**src/rtl/front_panel_event_pkg.sv**
```systemverilog
// -----------------------------------------------------------------------------
// front_panel_event_pkg
// Shared definitions for the front-panel event controller: event type codes,
// status word and command word bit positions, and the per-switch FSM states.
// Optional feature macro used by the importing files:
//   FRONT_PANEL_EVENT_DURATION_EN - carry a 16-bit press duration per entry.
// -----------------------------------------------------------------------------
package front_panel_event_pkg;

    // Event type carried in each FIFO entry
    localparam logic EVT_SHORT = 1'b0;
    localparam logic EVT_LONG  = 1'b1;

    // Status word layout
    localparam int VALID_BIT = 31;
    localparam int OVF_BIT   = 30;
    localparam int COUNT_LSB = 27;
    localparam int TYPE_BIT  = 26;
    localparam int INDEX_LSB = 23;

    // GPIO_OUT command bits, qualified by csrStrobe
    localparam int POP_BIT     = 31;
    localparam int CLR_OVF_BIT = 30;

    // Width of the ms counter and of the reported duration
    localparam int DUR_W = 16;

    typedef enum logic [1:0] {
        ST_IDLE,
        ST_PRESSED,
        ST_HELD,
        ST_WAIT_RELEASE
    } sw_state_t;

endpackage

```
**src/rtl/front_panel_switch_fsm.sv**
```systemverilog
// -----------------------------------------------------------------------------
// front_panel_switch_fsm
// Classifies one debounced switch into SHORT / LONG press events and holds a
// single pending event until the arbiter takes it.
// Ports:
//   clk, reset    - clock, synchronous active-high reset
//   sw            - debounced switch level (1 = pressed)
//   tick          - shared 1 ms tick
//   clr           - arbiter has taken the pending event this cycle
//   pend_dur      - pending event duration in ms (FRONT_PANEL_EVENT_DURATION_EN only)
//   pending       - an event is waiting for the arbiter
//   pend_type     - type of the pending event (EVT_SHORT / EVT_LONG)
//   ovf_event     - a new event overwrote a pending one that was not taken
// Optional feature macro: FRONT_PANEL_EVENT_DURATION_EN.
// LONG_PRESS_MS must fit in DUR_W bits.
// -----------------------------------------------------------------------------
module front_panel_switch_fsm
    import front_panel_event_pkg::*;
#(
    parameter int LONG_PRESS_MS = 2000
) (
    input  logic             clk,
    input  logic             reset,
    input  logic             sw,
    input  logic             tick,
    input  logic             clr,
`ifdef FRONT_PANEL_EVENT_DURATION_EN
    output logic [DUR_W-1:0] pend_dur,
`endif
    output logic             pending,
    output logic             pend_type,
    output logic             ovf_event
);

    sw_state_t        state, state_next;
    logic [DUR_W-1:0] cnt, cnt_next, cnt_inc;
    logic             evt;
    logic             evt_type;

    // Saturating increment: the ms counter never wraps.
    assign cnt_inc = (cnt == '1) ? cnt : cnt + 1'b1;

    // An event arriving while the previous one is still waiting (and not being
    // taken this very cycle) replaces it, so the old one is lost.
    assign ovf_event = evt & pending & ~clr;

    // NOTE: every signal gets a default at the top of the block so no path
    // leaves it unassigned; that is what keeps this combinational (no latch).
    always_comb begin
        state_next = state;
        cnt_next   = cnt;
        evt        = 1'b0;
        evt_type   = EVT_SHORT;
        case (state)
            ST_IDLE: begin
                if (sw) begin
                    state_next = ST_PRESSED;
                    cnt_next   = '0;
                end
            end
            ST_PRESSED: begin
                // Release takes priority over a tick arriving in the same cycle.
                if (!sw) begin
                    evt        = 1'b1;
                    evt_type   = EVT_SHORT;
                    state_next = ST_IDLE;
                end else if (tick) begin
                    cnt_next = cnt_inc;
                    if (32'(cnt_inc) >= LONG_PRESS_MS) begin
                        evt        = 1'b1;
                        evt_type   = EVT_LONG;
                        state_next = ST_HELD;
                    end
                end
            end
            ST_HELD, ST_WAIT_RELEASE: begin
                if (!sw) begin
                    state_next = ST_IDLE;
                end
            end
            default: state_next = ST_IDLE;
        endcase
    end

    // NOTE: state registers use non-blocking assignments so every flop samples
    // the pre-edge values regardless of statement order.
    always_ff @(posedge clk) begin
        if (reset) begin
            // A switch already down when reset releases must be let go first.
            state     <= sw ? ST_WAIT_RELEASE : ST_IDLE;
            cnt       <= '0;
            pending   <= 1'b0;
            pend_type <= EVT_SHORT;
        end else begin
            state <= state_next;
            cnt   <= cnt_next;
            if (evt) begin
                pending   <= 1'b1;
                pend_type <= evt_type;
            end else if (clr) begin
                pending <= 1'b0;
            end
        end
    end

`ifdef FRONT_PANEL_EVENT_DURATION_EN
    always_ff @(posedge clk) begin
        if (reset) begin
            pend_dur <= '0;
        end else if (evt) begin
            pend_dur <= (evt_type == EVT_LONG) ? DUR_W'(LONG_PRESS_MS) : cnt;
        end
    end
`endif

endmodule

```
**src/rtl/front_panel_event_ctrl.sv**
```systemverilog
// -----------------------------------------------------------------------------
// front_panel_event_ctrl
// Turns debounced front-panel switch levels into SHORT/LONG press events,
// arbitrates them (lowest switch index first) into a small event FIFO and
// reports the FIFO head through a registered status word.
// Ports:
//   clk        - system clock
//   reset      - synchronous reset, active-high
//   switch_i   - debounced switch levels, 1 = pressed
//   csrStrobe  - single-cycle strobe qualifying GPIO_OUT
//   GPIO_OUT   - [31] pop head entry, [30] clear overflow
//   status     - [31] not empty, [30] overflow, [29:27] count, [26] head type,
//                [25:23] head switch index, [22:16] zero, [15:0] duration
// Optional feature macro: FRONT_PANEL_EVENT_DURATION_EN (duration in [15:0];
// when undefined the field reads 0 and no duration storage exists).
// FIFO_DEPTH: power of 2, at most 8. NSWITCH: 1..8.
// -----------------------------------------------------------------------------
module front_panel_event_ctrl
    import front_panel_event_pkg::*;
#(
    parameter int CLK_RATE      = 100000000,
    parameter int NSWITCH       = 2,
    parameter int LONG_PRESS_MS = 2000,
    parameter int FIFO_DEPTH    = 4
) (
    input  logic               clk,
    input  logic               reset,
    input  logic [NSWITCH-1:0] switch_i,
    input  logic               csrStrobe,
    input  logic [31:0]        GPIO_OUT,
    output logic [31:0]        status
);

    localparam int TICK_DIV = CLK_RATE / 1000;
    localparam int PRESC_W  = (TICK_DIV > 1) ? $clog2(TICK_DIV) : 1;
    localparam int AW       = (FIFO_DEPTH > 1) ? $clog2(FIFO_DEPTH) : 1;

    // ------------------------------------------------------------------ tick
    logic [PRESC_W-1:0] presc;
    logic               tick;

    assign tick = (presc == PRESC_W'(TICK_DIV - 1));

    always_ff @(posedge clk) begin
        if (reset || tick) begin
            presc <= '0;
        end else begin
            presc <= presc + 1'b1;
        end
    end

    // ------------------------------------------------------- switch FSMs
    logic [NSWITCH-1:0] pending;
    logic [NSWITCH-1:0] pend_type;
    logic [NSWITCH-1:0] fsm_ovf;
    logic [NSWITCH-1:0] grant;
`ifdef FRONT_PANEL_EVENT_DURATION_EN
    logic [DUR_W-1:0]   pend_dur [NSWITCH];
`endif

    for (genvar g = 0; g < NSWITCH; g++) begin : g_sw
        front_panel_switch_fsm #(
            .LONG_PRESS_MS(LONG_PRESS_MS)
        ) u_fsm (
            .clk      (clk),
            .reset    (reset),
            .sw       (switch_i[g]),
            .tick     (tick),
            .clr      (grant[g]),
`ifdef FRONT_PANEL_EVENT_DURATION_EN
            .pend_dur (pend_dur[g]),
`endif
            .pending  (pending[g]),
            .pend_type(pend_type[g]),
            .ovf_event(fsm_ovf[g])
        );
    end

    // ----------------------------------------------------------- arbiter
    logic             push;
    logic             push_type;
    logic [2:0]       push_idx;
`ifdef FRONT_PANEL_EVENT_DURATION_EN
    logic [DUR_W-1:0] push_dur;
`endif

    // Fixed priority: lowest pending index wins; the grant clears its flag
    // whether or not the FIFO can accept the entry.
    always_comb begin
        grant     = '0;
        push      = 1'b0;
        push_type = EVT_SHORT;
        push_idx  = '0;
`ifdef FRONT_PANEL_EVENT_DURATION_EN
        push_dur  = '0;
`endif
        for (int i = 0; i < NSWITCH; i++) begin
            if (pending[i] && !push) begin
                grant[i]  = 1'b1;
                push      = 1'b1;
                push_type = pend_type[i];
                push_idx  = 3'(i);
`ifdef FRONT_PANEL_EVENT_DURATION_EN
                push_dur  = pend_dur[i];
`endif
            end
        end
    end

    // -------------------------------------------------------------- FIFO
    logic [AW-1:0]    rd_ptr, wr_ptr;
    logic [3:0]       count;
    logic             fifo_type [FIFO_DEPTH];
    logic [2:0]       fifo_idx  [FIFO_DEPTH];
`ifdef FRONT_PANEL_EVENT_DURATION_EN
    logic [DUR_W-1:0] fifo_dur  [FIFO_DEPTH];
`endif
    logic             empty, full;
    logic             pop_fire, push_fire, drop, clr_ovf, ovf_set, ovf;
    logic             unused_gpio;

    function automatic logic [AW-1:0] ptr_inc(input logic [AW-1:0] p);
        return (p == AW'(FIFO_DEPTH - 1)) ? '0 : p + 1'b1;
    endfunction

    assign unused_gpio = ^GPIO_OUT[29:0];

    assign empty     = (count == 4'd0);
    assign full      = (count == 4'(FIFO_DEPTH));
    assign pop_fire  = csrStrobe & GPIO_OUT[POP_BIT] & ~empty;
    // A pop in the same cycle frees the slot, so a push at full still lands.
    assign push_fire = push & (~full | pop_fire);
    assign drop      = push & full & ~pop_fire;
    assign clr_ovf   = csrStrobe & GPIO_OUT[CLR_OVF_BIT];
    assign ovf_set   = drop | (|fsm_ovf);

    always_ff @(posedge clk) begin
        if (reset) begin
            rd_ptr <= '0;
            wr_ptr <= '0;
            count  <= '0;
            ovf    <= 1'b0;
        end else begin
            if (push_fire) wr_ptr <= ptr_inc(wr_ptr);
            if (pop_fire)  rd_ptr <= ptr_inc(rd_ptr);
            case ({push_fire, pop_fire})
                2'b10:   count <= count + 1'b1;
                2'b01:   count <= count - 1'b1;
                default: count <= count;
            endcase
            // A new overflow in the same cycle as a clear wins.
            if (ovf_set)      ovf <= 1'b1;
            else if (clr_ovf) ovf <= 1'b0;
        end
    end

    // NOTE: entry storage has no reset; contents are only ever read under a
    // non-zero count, and leaving it unreset lets it map onto plain RAM/flops.
    always_ff @(posedge clk) begin
        if (push_fire) begin
            fifo_type[wr_ptr] <= push_type;
            fifo_idx[wr_ptr]  <= push_idx;
`ifdef FRONT_PANEL_EVENT_DURATION_EN
            fifo_dur[wr_ptr]  <= push_dur;
`endif
        end
    end

    // ------------------------------------------------------------ status
    logic [31:0] status_next;

    always_comb begin
        status_next                   = '0;
        status_next[VALID_BIT]        = ~empty;
        status_next[OVF_BIT]          = ovf;
        // Count of 8 reads back as 0 in the 3-bit field; VALID tells it apart.
        status_next[COUNT_LSB +: 3]   = count[2:0];
        if (!empty) begin
            status_next[TYPE_BIT]       = fifo_type[rd_ptr];
            status_next[INDEX_LSB +: 3] = fifo_idx[rd_ptr];
`ifdef FRONT_PANEL_EVENT_DURATION_EN
            status_next[DUR_W-1:0]      = fifo_dur[rd_ptr];
`endif
        end
    end

    always_ff @(posedge clk) begin
        if (reset) begin
            status <= '0;
        end else begin
            status <= status_next;
        end
    end

endmodule
```
**config.mk**
```make
export PLATFORM = sky130hd
export DESIGN_NAME = front_panel_event_ctrl
export DESIGN_NICKNAME = d
export VERILOG_FILES = /design/src/rtl/front_panel_event_pkg.sv /design/src/rtl/front_panel_switch_fsm.sv /design/src/rtl/front_panel_event_ctrl.sv
export SDC_FILE = /design/constraint.sdc
export NUM_CORES = 1
export LEC_CHECK = 0
export BUFFER_PORTS_ARGS = -buffer_cell sky130_fd_sc_hd__buf_2
export CAP_MARGIN = 15
export CELL_PAD_IN_SITES_DETAIL_PLACEMENT = 1
export CELL_PAD_IN_SITES_GLOBAL_PLACEMENT = 2
export CORE_MARGIN = 3
export CORE_UTILIZATION = 38
export CTS_BUF_LIST = sky130_fd_sc_hd__clkbuf_8 sky130_fd_sc_hd__clkbuf_16
export CTS_CLUSTER_DIAMETER = 50
export CTS_CLUSTER_SIZE = 14
export DETAILED_ROUTE_END_ITERATION = 10
export PLACE_DENSITY_LB_ADDON = 0.1
export SLEW_MARGIN = 20
export SYNTH_ARGS = -nofsm -noshare
export SYNTH_HDL_FRONTEND = slang
export SYNTH_HIERARCHICAL = 1
export SYNTH_SLANG_ARGS = --single-unit
```
**constraint.sdc**
```tcl
create_clock -name clk -period 7.4 [get_ports clk]
set_input_delay 0.74 -clock clk [delete_from_list [all_inputs] [get_ports clk]]
set_output_delay 0.74 -clock clk [all_outputs]
set_load 0.01 [all_outputs]
```
-- Yosys cells after proc, flatten, opt, wreduce, memory -nomap -nowiden
Memories as Yosys holds them, arrays and structs flattened. A register that Yosys moved wholly into a read port is not among the register bits.
Index checks and enable logic that the tools add are counted.
- bits in registers: 98
- latch bits: 0
- RAM bits: 8
- memory bits (read-only): 0
- bits of input ports: 37
- output and inout bits: 32
- word-level logic and storage cells: 147
- memories kept: 2
- memories (memory ; words ; bits a word ; rd ports ; clocked after Yosys merged registers in ; write ports ; RTL line ; text):
    fifo_idx ; 4 ; 1 ; 1 ; 1 ; 1 ; front_panel_event_ctrl.sv:114 ; logic [2:0] fifo_idx [FIFO_DEPTH];
    fifo_type ; 4 ; 1 ; 1 ; 1 ; 1 ; front_panel_event_ctrl.sv:113 ; logic fifo_type [FIFO_DEPTH];
- add/subtract/negate cells: 7
- $mul: 0
- divide/modulo/power cells: 0
- order comparisons: 2
- eq/ne operators: 28
- shift-type cells: 0
- muxes and demuxes: 55
- bitwise logic cells: 17
- reduce and logical (&&, ||, !) cells: 20
- operators by type and width (operator ; count):
    $mux 16 ; 8
    $pmux 16 s2 ; 2
    $add 16x1->16 const B ; 2
    $eq 16x16->1 const B ; 2
    $ge 16x11->1 const B ; 2
    $mux 2 ; 16
    $mux 1 ; 26
    $add 17x1->17 const B ; 1
    $eq 17x17->1 const B ; 1
    $reduce_and 4->1 ; 4
    $eq 2x2->1 const B ; 7
    $ne 2x2->1 const B ; 6
    $ne 3x3->1 const B ; 4
    $pmux 2 s3 ; 2
    $reduce_bool 2->1 ; 6
    $and 1x1->1 ; 10
    $ne 4x3->1 const B ; 2
    $ne 4x4->1 const B ; 2
    $pmux 4 s2 ; 1
    $reduce_or 2->1 ; 4
    $eq 2x1->1 const B ; 3
    $not 1->1 ; 5
    $add 2x1->2 const B ; 2
    $add 4x1->4 const B ; 1
    other kinds (8) ; 10

-- Logic depth before layout (Yosys ltp)
- depth in word-level cells: 12
- mapped depth: 12

-- Hierarchy
Netlist, hierarchy kept.
- modules (own cells, without submodules) (module ; times used ; cells an instance ; area each (um^2) ; sequential area each (um^2)):
    front_panel_switch_fsm ; 2 ; 173 ; 1381.3 ; 420.4
    front_panel_event_ctrl ; 1 ; 212 ; 2128.3 ; 900.9

-- Worst setup path before layout
Ideal clock, no wire load.
- path type: register to register
- from: register presc[0]
- to: register g_sw[0].u_fsm.state[0], enable pin
- arrival time: 2.922 ns
- data required time: 7.104 ns
- slack: 4.182 ns
- stages on the path, launching flop included: 12
- path through: dfxtp_1 ha_1 and4_1 buf_6 nand3_4 nor4_1 and3_1 o31ai_1 a31oi_1 o2111ai_1 a31oi_1 or3_1
- longest elaborated chain between the ends: 3
- ends and longest elaborated chain (element ; RTL line ; text):
    start: declaration ; front_panel_event_ctrl.sv:39 ; logic [PRESC_W-1:0] presc;
    start signal: assignment ; front_panel_event_ctrl.sv:48 ; presc <= presc + 1'b1;
    $eq 17x17->1 ; front_panel_event_ctrl.sv:42 ; assign tick = (presc == PRESC_W'(TICK_DIV - 1));
    net tick ; front_panel_event_ctrl.sv:40 ; logic tick;
    $ne 4x4->1 (no line) ; n/a ;
    $reduce_and 4->1 (no line) ; n/a ;
    end signal: assignment ; front_panel_switch_fsm.sv:90 ; state <= sw ? ST_WAIT_RELEASE : ST_IDLE;
    end signal: assignment ; front_panel_switch_fsm.sv:95 ; state <= state_next;
    end: declaration ; front_panel_switch_fsm.sv:35 ; sw_state_t state, state_next;
The timed path passes the listed nets, and every way through them passes these cells.
A chain may end at the register's enable or synchronous reset.

-- Final worst setup path
- from: register presc[0]
- to: register g_sw[1].u_fsm.state[0], enable pin
- longest elaborated chain between the ends: 3
- ends and longest elaborated chain (element ; RTL line):
    $eq 17x17->1 ; front_panel_event_ctrl.sv:42
    net tick ; front_panel_event_ctrl.sv:40
    $ne 4x4->1 (no line) ; n/a
    $reduce_and 4->1 (no line) ; n/a
    end signal: assignment ; front_panel_switch_fsm.sv:90
    end signal: assignment ; front_panel_switch_fsm.sv:95
    end: declaration ; front_panel_switch_fsm.sv:35
The timed path passes the listed nets, and every way through them passes these cells.

==> summary.txt <==
Placement
  – DP Worst Slack: 4.311 ns
  – Final HPWL DP: 8199 um
  – Buffers on Ports: 13
  – RePlAce Congestion: 0.8590

Worst hold path
  – Hold/Removal Path Class: flop to flop

Worst setup path
  – Slowest cell on crit path: dfxtp_1
  – Critical Setup Path Class: flop to flop
  – Critical Path Fanout Max: 10
  – CP most frequent cell: a31oi_1
  – Worst Path Required: 7.46 ns
  – Crit-path cells: ha_1 > and4_1 > nand3_4 > nor4_2 > buf_4 > and3_1 > o31ai_1 > a31oi_1 > o2111ai_1 > a31oi_1 > or3_1
  – Crit. End Element: flop
  – Crit path DAT: 3.16 ns
  – CP Launch Type: flop
  – Crit path largest cell delay: 0.42 ns

Power and ir drop
  – Standby leakage power: 1.841 nW
  – Max VDD drop: 0.1763 mV
  – P per Cell Area: 201.3 mW/mm2

GRT
  – Total GRT Usage: 16.95%
  – Vias in the first global route: 3942
  – Largest net degree at the start of global routing: 60
  – First-pass GRT wire length: 19710 um
  – Total congestion overflow: 0
  – Initial antenna violation count: 0

Yosys
  – Ys Warns: 8
  – Synth Flop Type: dfxtp_1
  – Syn Std Cell Area: 0.004891 mm2
  – Synth Instances: 558
  – Syn avg cell area: 8.765 um2
  – Flops & latches, synth: 81
  – Post-synth EDFFs: 12
  – Synth unique cells: 60
  – Asr flop ratio synth: 0%
  – Post-synthesis sequential area ratio: 35.61%

Detailed routing
  – First-pass DRT Iterations: 4
  – Residual DRC: 0
  – ANT nets after route: 0
  – Met3 routed WL: 473 um
  – M1 WL: 5734 um
  – Final WL: 11860 um
  – Top Layer Used: met4
  – Drt wl/cell: 16.39 um
  – WL met2: 5569 um
  – Via count: 4103
  – Initial DRC count: 259
  – Vias per inst: 5.667

STA
  – Final hold vios: 0
  – RSZ-0062 raised after global routing: false
  – Final min period: 3.106 ns
  – Final hold slack: 0.4761 ns
  – TNS Setup: 0 ns
  – Fin worst setup slack: 4.294 ns
  – Setup violators final: 0
  – Peak Freq: 322.0 MHz
  – Max Clock Skew: 0.008331 ns
  – Slew @ Worst Pin: 0.7149 ns
  – Tcrit/Tclk final: 41.97%
  – Worst slew margin: 52.24%
  – Slew Limit Fails: 0

Floorplanning
  – Chip Width: 119.5 um
  – IO Count: 69
  – Placeable Area: 0.01231 mm2
  – Initial Util: 39.73%
  – Row cnt: 40
  – Die area: 0.01427 mm2
  – Die Span Y: 119.5 um

Clocking
  – CTS tree: yes
  – Cts bufs inserted: 9
  – Clock latency on the worst-skew pair: 0.35 ns
  – Post-CTS Setup Bufs: 0
  – CTS resizes: 0
  – Worst-path clk slew: 0.06 ns
  – CTS sink cnt: 81
  – Hold_buf cts: 0
  – Root Driver: clkbuf_16
  – CTS H-tree depth: 3
  – Clk buf depth: 2

Job
  – MaxCap Viol Count: 0

Cells and area
  – N_diodes: 0
  – Area Growth Syn to Fin: 7.598%
  – FILL cells: 1464
  – Nets@finish: 597
  – Share of post-route cells with drive strength above 1: 11.69%

Run status
  – Status: finished clean
==> final timing paths <==
kind	cells past startpoint	slack, ns	endpoint	start
max	11	4.29	g_sw[1].u_fsm/state[0]	presc[0]
min	1	0.48	status[30]	ovf
max reg2reg	11	4.29	g_sw[1].u_fsm/state[0]	presc[0]
min reg2reg	1	0.48	status[30]	ovf
==> cell usage after synthesis (11+ instances only) <==
| cell | n | area share, % |
|---|---|---|
| o21ai_0 | 21 | 2.1 |
| edfxtp_1 | 12 | 7.4 |
| nand2_1 | 26 | 2.0 |
| dfxtp_1 | 69 | 28 |
| nor2b_1 | 11 | 1.4 |
| nand4_1 | 16 | 2.0 |
| and3_1 | 15 | 1.9 |
| a21oi_1 | 34 | 3.5 |
| a31oi_1 | 21 | 2.7 |
| buf_4 | 27 | 4.1 |
| nand3_1 | 26 | 2.7 |
| a211oi_1 | 14 | 2.1 |
| clkbuf_1 | 20 | 1.5 |
| nor2_1 | 52 | 4.0 |
| nor3_1 | 12 | 1.2 |
==> critical path: cells and delay by family (launching register included) <==
| kind | cells | cell delay [ns] |
|---|---|---|
| AO/OA/AOI/OAI | 4 | 0.77 |
| adder cells (fa/ha/maj) | 1 | 0.23 |
| buffers and inverters | 1 | 0.25 |
| flip-flops | 1 | 0.42 |
| AND/OR/NAND/NOR | 5 | 1.13 |
==> metal layers <==
layer / GRT usage, % / up-vias
met5: 0 / -
li1: - / 2009
met1: 22.95 / 2027
met2: 27.01 / 60
met4: 3.865 / 0
met3: 4.606 / 7
==> cell families after synthesis <==
logic type / Yosys count / synth area share, %
adder cells (fa/ha/maj): 9 / 2.302
XOR/XNOR: 20 / 3.581
flip-flops: 81 / 35.61
AO/OA/AOI/OAI: 131 / 18.75
multiplexers: 14 / 3.530
AND/OR/NAND/NOR: 235 / 28.40
other: 1 / 0.07667
buffers and inverters: 67 / 7.751
==> metrics by stage <==
stage	util, %	power [mW]	instance area, um2	cells
after floorplan	-	0.5683	4981	582
after global placement	40.06	0.5794	4932	707
after detailed placement	40.06	0.5844	4932	707
after CTS	42.65	1.077	5251	723
after global routing	42.74	1.108	5263	724
final	42.74	1.059	5263	724
==> area by class of cell <==
cell class / instances / area [um2] / share of cell area (%)
Clock buffer: 9 / 225.2 / 4.280
Inverter: 9 / 33.78 / 0.6419
Sequential cell: 81 / 1742 / 33.10
Timing Repair Buffer: 16 / 91.34 / 1.736
Tap cell: 168 / 210.2 / 3.994
Clock inverter: 7 / 93.84 / 1.783
Multi-Input combinational cell: 434 / 2867 / 54.47
==> report_power, final <==
| group | switching (mW) | internal (mW) |
|---|---|---|
| Clock | 0.189 | 0.295 |
| Sequential | 0.0158 | 0.462 |
| Combinational | 0.0607 | 0.0358 |
==> flip-flops by register name (all words and copies together) (netlist names) <==
| name | flops |
|---|---|
| count | 4 |
| fifo_idx | 4 |
| fifo_type | 4 |
| g_sw.u_fsm/cnt | 32 |
| g_sw.u_fsm/pend_type | 2 |
| g_sw.u_fsm/pending | 2 |
| g_sw.u_fsm/state | 4 |
| ovf | 1 |
| presc | 17 |
| rd_ptr | 2 |
| status | 7 |
| wr_ptr | 2 |
==> cell usage in the layout, fill, tap and decap left out, types with 13 or more instances in the layout <==
| cell | n |
|---|---|
| a211oi_1 | 14 |
| a21oi_1 | 34 |
| a31oi_1 | 21 |
| and3_1 | 15 |
| buf_2 | 13 |
| conb_1 | 25 |
| dfxtp_1 | 69 |
| nand2_1 | 26 |
| nand3_1 | 26 |
| nand4_1 | 16 |
| nor2_1 | 52 |
| o21ai_0 | 21 |
Note: power is estimated with default switching activity, not from simulation.
